File: src/rtl/registered_mux_arbiter.sv
`default_nettype none
// ============================================================================
// Module   : registered_mux_arbiter
// Brief    : N-input registered mux with valid/ready handshake, explicit-select
//            or round-robin channel grant, and a single output pipeline stage.
// Revision : 1.0 - initial release
// ============================================================================
module registered_mux_arbiter #(
    parameter int WIDTH = 32,
    parameter int N     = 4,
    parameter int SEL_W = 2
) (
    input  logic                 clk,
    input  logic                 rst,
    input  logic                 mode,
    input  logic [SEL_W-1:0]     sel,
    input  logic [N*WIDTH-1:0]   in_data,
    input  logic [N-1:0]         in_valid,
    output logic [N-1:0]         in_ready,
    output logic [WIDTH-1:0]     out,
    output logic                 out_valid,
    input  logic                 out_ready,
    output logic [SEL_W-1:0]     out_ch
);

    localparam int c_NP = 1 << SEL_W;

    logic [SEL_W-1:0] r_last;
    logic [c_NP-1:0]  w_vld_ext;
    logic             w_load_en;
    logic             w_sel_ok;
    logic             w_rr_vld;
    logic [SEL_W-1:0] w_rr_idx;
    logic             w_gnt_vld;
    logic [SEL_W-1:0] w_gnt_idx;
    logic [WIDTH-1:0] w_data;

    assign w_load_en = !out_valid || out_ready;

    // Padded to the full select range so any sel value indexes safely.
    always_comb begin
        w_vld_ext        = '0;
        w_vld_ext[N-1:0] = in_valid;
    end

    assign w_sel_ok = (int'(sel) < N) && w_vld_ext[sel];

    // Scan from the channel after the last one served, wrapping modulo N.
    always_comb begin
        int               v_idx;
        logic [SEL_W-1:0] v_sel;
        w_rr_vld = 1'b0;
        w_rr_idx = '0;
        for (int k = 1; k <= N; k++) begin
            v_idx = (int'(r_last) + k) % N;
            v_sel = SEL_W'(v_idx);
            if (!w_rr_vld && w_vld_ext[v_sel]) begin
                w_rr_vld = 1'b1;
                w_rr_idx = v_sel;
            end
        end
    end

    assign w_gnt_vld = mode ? w_rr_vld : w_sel_ok;
    assign w_gnt_idx = mode ? w_rr_idx : sel;

    always_comb begin
        in_ready = '0;
        w_data   = '0;
        for (int i = 0; i < N; i++) begin
            if (w_gnt_idx == SEL_W'(i)) begin
                in_ready[i] = !rst && w_load_en && w_gnt_vld;
                w_data      = in_data[i*WIDTH +: WIDTH];
            end
        end
    end

    always_ff @(posedge clk) begin
        if (rst) begin
            out       <= '0;
            out_valid <= 1'b0;
            out_ch    <= '0;
            r_last    <= SEL_W'(N - 1);
        end else if (w_load_en) begin
            if (w_gnt_vld) begin
                out       <= w_data;
                out_ch    <= w_gnt_idx;
                out_valid <= 1'b1;
                r_last    <= w_gnt_idx;
            end else begin
                out_valid <= 1'b0;
            end
        end
    end

endmodule
`default_nettype wire

File: config.mk
export PLATFORM = sky130hd
export DESIGN_NAME = registered_mux_arbiter
export DESIGN_NICKNAME = d
export VERILOG_FILES = /design/src/rtl/registered_mux_arbiter.sv
export SDC_FILE = /design/constraint.sdc
export NUM_CORES = 1
export LEC_CHECK = 0
export ABC_AREA = 0
export CORE_ASPECT_RATIO = 2
export CORE_MARGIN = 4
export CORE_UTILIZATION = 39
export DETAILED_ROUTE_END_ITERATION = 8
export HOLD_SLACK_MARGIN = 0.1
export PLACE_DENSITY = 0.88
export SLEW_MARGIN = 20
export SYNTH_ARGS = -nofsm -noshare
export SYNTH_HDL_FRONTEND = slang
export SYNTH_SLANG_ARGS = --single-unit
File: constraint.sdc
create_clock -name clk -period 2.8 [get_ports clk]
set_input_delay 0.28 -clock clk [delete_from_list [all_inputs] [get_ports clk]]
set_output_delay 0.28 -clock clk [all_outputs]
set_load 0.01 [all_outputs]
==> metrics.md, run 1 <==
| Metric | Value |
|---|---|
| Maxcap violations | `0` |
| Avg Cell Area, Syn | `8.13 sq um` |
| Port Buffers | `176` |
| Die area | `0.00945 sq mm` |
| Grt total ovfl | `0` |
| CTS buffer count | `5` |
| Final Hold Viols | `0` |
| Routed WL per cell | `18.8 microns` |
| Vias in the first global route | `around 3,800` |
| Nets | `between 600 and 700` |
| Synthesized instance count | `378` |
| Most frequent cell after synthesis | `mux2i_1` |
| CP max stage delay | `~0.54 ns` |
| CP Launch Type | `flop` |
| Pwr Total | `2.16 mW` |
| Met3 Wirelength | `726 microns` |
| Sequential share of the synthesized area | `24.1%` |
| DRC | `0` |
| CP arrival | `~2.4 ns` |
| Fmax | `373 MHz` |
| CP max-delay cell | `clkdlybuf4s50_1` |
| Antenna cells | `0` |
| Met2 Wirelength | `roughly 6.6 mm` |
| Chip width | `70.8 microns` |
| Part of the power in registers | `around 30%` |
| Maximum buffer depth of the clock tree | `2` |
| P_sw | `just under 700 uW` |
| GRT Overall Usage | `around 25%` |
| # hold bufs at CTS | `0` |
| Post-synth top area cell | `dfxtp_1` |
| Highest metal used | `met4` |
| CTS Root Cell | `clkbuf_16` |
| Synth cell types | `44` |
| TritonRoute pass-1 iters | `5` |
| Slew Limit Headroom | `43.0%` |
| Outcome | `finished, final reports clean` |
| Vias | `3,710` |
| CTS HTree Levels | `2` |
| Antenna violations before repair | `0` |
| Layout cells sized above 1 | `10.6%` |
| Mapped cell area | `a little over 0.003 sq mm` |
| Pins Over Slew Limit | `0` |
| Synthesis-to-finish area growth | `67.1%` |
| Drt via density | `5.78` |
| Critical Path Fanout Max | `6` |
| CTS tree | `done` |
| Final period util | `between 90% and 100%` |
| Syn nets | `516` |
| Pwr dens | `around 420 mW/mm^2` |
| Worst-Margin Slew | `0.852 ns` |
| Top cells by count, synth | `46 x mux2i_1, 43 x nand2_1, 37 x dfxtp_1` |
| Placed cell count | `634` |
| Yosys warning count | `0` |
| DP HPWL | `9.52 mm` |
| Chip height | `134 microns` |
| Seq cells post-synth | `37` |
| Pin count of the biggest net entering global routing | `37` |
| Synth area leaders | `dfxtp_1 24%, mux2i_1 15%, a221oi_1 5.4%` |
| CP endpoint kind | `output pin` |
| Std cell rows | `45` |
| WL met1 | `~4 mm` |
| Post-Layout Cell Count | `about 640` |
| Internal power | `1.47 mW` |
| Final wirelength | `12.0 mm` |
| CP Cell Sequence | `inv_1, a221oi_2, o21ai_2, and3_1, or3_4, nor2_1, clkdlybuf4s50_1` |
| Initial Util | `roughly two fifths` |
| Post-route cell area | `0.00513 sq mm` |
| Unrepaired setup endpoints after global routing | `no` |
| Cell Area, Placed | `0.00496 sq mm` |
| DRT antenna net count | `0` |
| Critical Path RT | `2.52 ns` |
| Sw Share | `31.9%` |
| Hold WC Path Type | `reg -> reg` |
| Core area | `0.00766 sq mm` |
| First-pass GRT wire length | `19.0 mm` |
| Leakage | `2.13 nW` |
| Sink Count | `37` |
| Area share of the largest cell type after synthesis | `24.1%` |
| Final setup TNS | `0 ns` |
| RD Place Congestion | `0.928` |
| Ys async rst share | `0%` |
| Starting DRC count in detailed routing | `148` |
| Clock share of power | `25.9%` |
| Post-synth EDFFs | `0` |
| Worst Skew | `0.00345 ns` |
| Final Setup Violations | `0` |
| Comb pwr share | `around 44%` |
| Minimum clock period | `2.68 ns` |
| VDD IR max | `0.228 mV` |
| Clock-pin slew on the worst setup and hold paths | `around 0.060 ns` |
| Top FF cell, synth | `dfxtp_1` |
| Worst skew pair latency | `0.28 ns` |
| I/O Pins | `177` |
| Critical path class | `reg -> out` |
[per-layer routing]
metal	up-vias	track usage [%]
li1	1758	-
met1	1716	24.9
met2	189	46.7
met3	47	3.78
met4	0	15.9
met5	-	0
[worst max-delay path, delay by kind of cell, from the launching register on]
family | cells | cell delay (ns)
AO/OA/AOI/OAI | 2 | 0.44
buffers and inverters | 2 | 0.64
flip-flops | 1 | 0.37
AND/OR/NAND/NOR | 3 | 0.67
[per-stage QoR]
stage / setup slack [ns] / hold slack (ns) / util (%)
2_1_floorplan: 0.526 / 0.436 / -
3_3_place_gp: -0.110 / 0.448 / 64.7
3_5_place_dp: -0.198 / 0.453 / 64.8
4_1_cts: 0.00109 / 0.461 / 66.7
5_1_grt: 0.0106 / 0.501 / 67.0
6_report: 0.118 / 0.458 / 67.0
[timing repair]
action,CTS,global route
pin swaps,0,3
buffers inserted,0,1
gates resized for setup,6,7
setup endpoints to repair,4,3
[power groups by stage]
stage | registers [mW] | clock network, mW | logic (mW)
finish | 0.652 | 0.561 | 0.950
global placement | 0.658 | 0 | 0.920
global route | 0.661 | 0.591 | 1.02
CTS | 0.651 | 0.574 | 0.949
floorplan | 0.688 | 0 | 0.422
detailed placement | 0.662 | 0 | 0.947
[state kept, by name, summed over array words and instances (netlist names)]
| register | count |
|---|---|
| out | 32 |
| out_ch | 2 |
| out_valid | 1 |
| r_last | 2 |
[layout by cell type (no fill, tap or decap), types with 3 or more instances in the layout]
| master | n |
|---|---|
| nor2b_1 | 4 |
| clkbuf_16 | 5 |
| a221oi_1 | 19 |
| inv_1 | 24 |
| nand2_1 | 43 |
| a211oi_1 | 20 |
| o221ai_2 | 8 |
| o221ai_1 | 4 |
| dfxtp_1 | 35 |
| o21ai_0 | 20 |
| nand3b_1 | 13 |
| nor2_1 | 27 |
| a311oi_1 | 19 |
| o21bai_1 | 20 |
| mux2i_1 | 46 |
| buf_4 | 25 |
| clkdlybuf4s50_1 | 168 |
| dlymetal6s2s_1 | 3 |
| dlygate4sd2_1 | 5 |
| a21oi_1 | 3 |
[cells by family (layout without fill, tap and decap cells)]
kind of cell	Yosys count	in the layout	share of synthesized area, %
buf+inv	64	234	10.2
simple gates	107	107	17.4
compound gates	123	123	32.4
flops	37	37	24.1
mux	47	47	15.8
[path summary, 6_finish.rpt]
path                  start          end  slack [ns]  depth (start not counted)
hold reg to reg   out_ch[0]    out_ch[0]        0.46                          2
setup reg to reg  r_last[0]       out[6]        0.58                          8
hold / removal    out_ch[0]    out_ch[0]        0.46                          2
setup / recovery  r_last[0]  in_ready[0]        0.12                          7
[cell type report]
type                            instances  area, sq um
Sequential cell                        37          743
Tap cell                               94          118
Timing Repair Buffer                  203         1990
Multi-Input combinational cell        277         2050
Inverter                               24         90.1
Clock buffer                            6          139
Clock inverter                          1         7.51
Fill cell                             648         2520
Note: power is estimated with default switching activity, not from simulation.
==> run 2, diff against run 1 <==
clock period = 2.55 ns   (was 2.8 ns; I/O delays follow)
==> metrics.md, run 2 (synthesis gave the netlist of run 1 again) <==
| Metric | Value |
|---|---|
| Outcome | `finished, final reports clean` |
| P_sw | `about 770 uW` |
| DP HPWL | `9.86 mm` |
| Final wirelength | `roughly 12 mm` |
| Maxcap violations | `0` |
| Fmax | `about 410 MHz` |
| DRC | `0` |
| Sw Share | `~30%` |
| First-pass GRT wire length | `19.0 mm` |
| Antenna cells | `0` |
| Part of the power in registers | `27.7%` |
| Critical Path RT | `2.30 ns` |
| TritonRoute pass-1 iters | `6` |
| DRT antenna net count | `0` |
| Port Buffers | `176` |
| Critical Path Fanout Max | `6` |
| Chip width | `70.8 microns` |
| Setup WS pre-CTS | `-0.536 ns` |
| Minimum clock period | `approximately 2.4 ns` |
| Worst hold slack | `0.463 ns` |
| Cell Area, Placed | `0.00500 sq mm` |
| Post-route cell area | `0.00523 sq mm` |
| Clock-pin slew on the worst setup and hold paths | `0.06 ns` |
| Pin count of the biggest net entering global routing | `37` |
| Vias in the first global route | `4,003` |
| Most common cell after layout, fill and taps aside | `clkdlybuf4s50_1` |
| # hold bufs at CTS | `0` |
| Final period util | `between 90% and 100%` |
| Synthesis-to-finish area growth | `70.3%` |
| Internal power | `1.81 mW` |
| Antenna violations before repair | `0` |
| CTS buffer count | `5` |
| CP arrival | `between 2 and 2.5 ns` |
| Clock share of power | `30.8%` |
| Grt total ovfl | `0` |
| CP Launch Type | `flop` |
| Vias | `between 3,000 and 4,000` |
| Worst-Margin Slew | `0.749 ns` |
| Worst skew pair latency | `approximately 0.28 ns` |
| CTS HTree Levels | `2` |
| CP endpoint kind | `output pin` |
| Die area | `0.00945 sq mm` |
| Initial Util | `40.1%` |
| Setup ws final | `0.108 ns` |
| Final Hold Viols | `0` |
| Post-Layout Cell Count | `approximately 650` |
| Core area | `0.00766 sq mm` |
| Pwr Total | `2.58 mW` |
| CTS Root Cell | `clkbuf_16` |
| Top flop regs | `out: 32 flops, out_ch: 2 flops, r_last: 2 flops` |
| Sink Count | `37` |
| RD Place Congestion | `around 0.95` |
| Placed cell count | `638` |
| Pins Over Slew Limit | `0` |
| CTS tree | `done` |
| GRT Overall Usage | `25.0%` |
| Max reg flops | `32` |
| Top reg by flops | `out` |
| Drt via density | `around 6` |
| Layout fillers | `~660` |
| Starting DRC count in detailed routing | `203` |
| Leakage | `between 2 and 2.5 nW` |
| Critical path class | `reg -> out` |
| Routed WL per cell | `19.0 microns` |
| Comb pwr share | `41.5%` |
| Chip height | `134 microns` |
| Final Setup Violations | `0` |
| VDD IR max | `approximately 0.27 mV` |
| Hold WC Path Type | `reg -> reg` |
| Slew Limit Headroom | `50.1%` |
| Pwr dens | `just under 500 mW/mm^2` |
| Std cell rows | `45` |
| Layout cells sized above 1 | `12.3%` |
| Nets | `692` |
| Maximum buffer depth of the clock tree | `2` |
| Most frequent cells in the layout | `166 x clkdlybuf4s50_1, 46 x mux2i_1, 43 x nand2_1` |
| I/O Pins | `177` |
| Worst Skew | `0.00298 ns` |
## run 2: changes by cell type in the layout (fill, tap and decap cells not counted), moves of 2 or more
cell | previous run | this run
bufinv_16 | 0 | 2
buf_4 | 25 | 30
dlymetal6s2s_1 | 3 | 0
dlygate4sd2_1 | 5 | 8
clkdlybuf4s50_1 | 168 | 166
## run 2: worst paths after layout
check,startpoint,endpoint,slack [ns],cells past startpoint
setup / recovery,r_last[0],in_ready[2],0.11,7
hold / removal,out_ch[0],out_ch[0],0.46,2
setup reg to reg,r_last[0],out[16],0.28,7
hold reg to reg,out_ch[0],out_ch[0],0.46,2
## run 2: layout make-up
class / count / area, sq um / area share, %
clock inverters: 3 / 65.1 / 1.24
clock buffers: 5 / 125 / 2.39
well taps: 94 / 118 / 2.25
multi-input cells: 277 / 2050 / 39.2
flip-flops and latches: 37 / 743 / 14.2
inverters: 24 / 90.1 / 1.72
repair buffers: 209 / 2040 / 39.0
## run 2: what timing repair did
action / CTS / global route
pin swaps: 2 / 1
setup buffers: 2 / 1
gates resized for setup: 19 / 1
setup endpoints to repair: 4 / 2
## run 2: per-stage QoR
stage	TNS (ns)	util, %
floorplan	0	-
global placement	-2.36	65.3
detailed placement	-6.70	65.3
CTS	0	68.2
global route	-0.0200	68.3
finish	0	68.3
## run 2: worst max-delay path: stages, from the launching register on
cell	delay (ns)
dfxtp_2	0.37
inv_1	0.10
a221oi_2	0.32
o21ai_2	0.13
and3_1	0.18
or3_4	0.40
nor3_2	0.12
dlygate4sd2_1	0.28
## run 2: routing by layer
| layer | wire (microns) | track usage [%] | vias to the layer above |
|---|---|---|---|
| li1 | - | - | 1768 |
| met1 | 4020 | 23.8 | 1773 |
| met2 | 6890 | 47.8 | 197 |
| met3 | 735 | 3.17 | 53 |
| met4 | 682 | 16.4 | 0 |
| met5 | 0 | 0 | - |
## run 2: power groups by stage
stage	logic, mW	clock network, mW	registers (mW)
3_3_place_gp	1.02	0	0.723
6_report	1.07	0.797	0.715
4_1_cts	1.07	0.812	0.715
5_1_grt	1.14	0.830	0.725
2_1_floorplan	0.463	0	0.756
3_5_place_dp	1.06	0	0.727
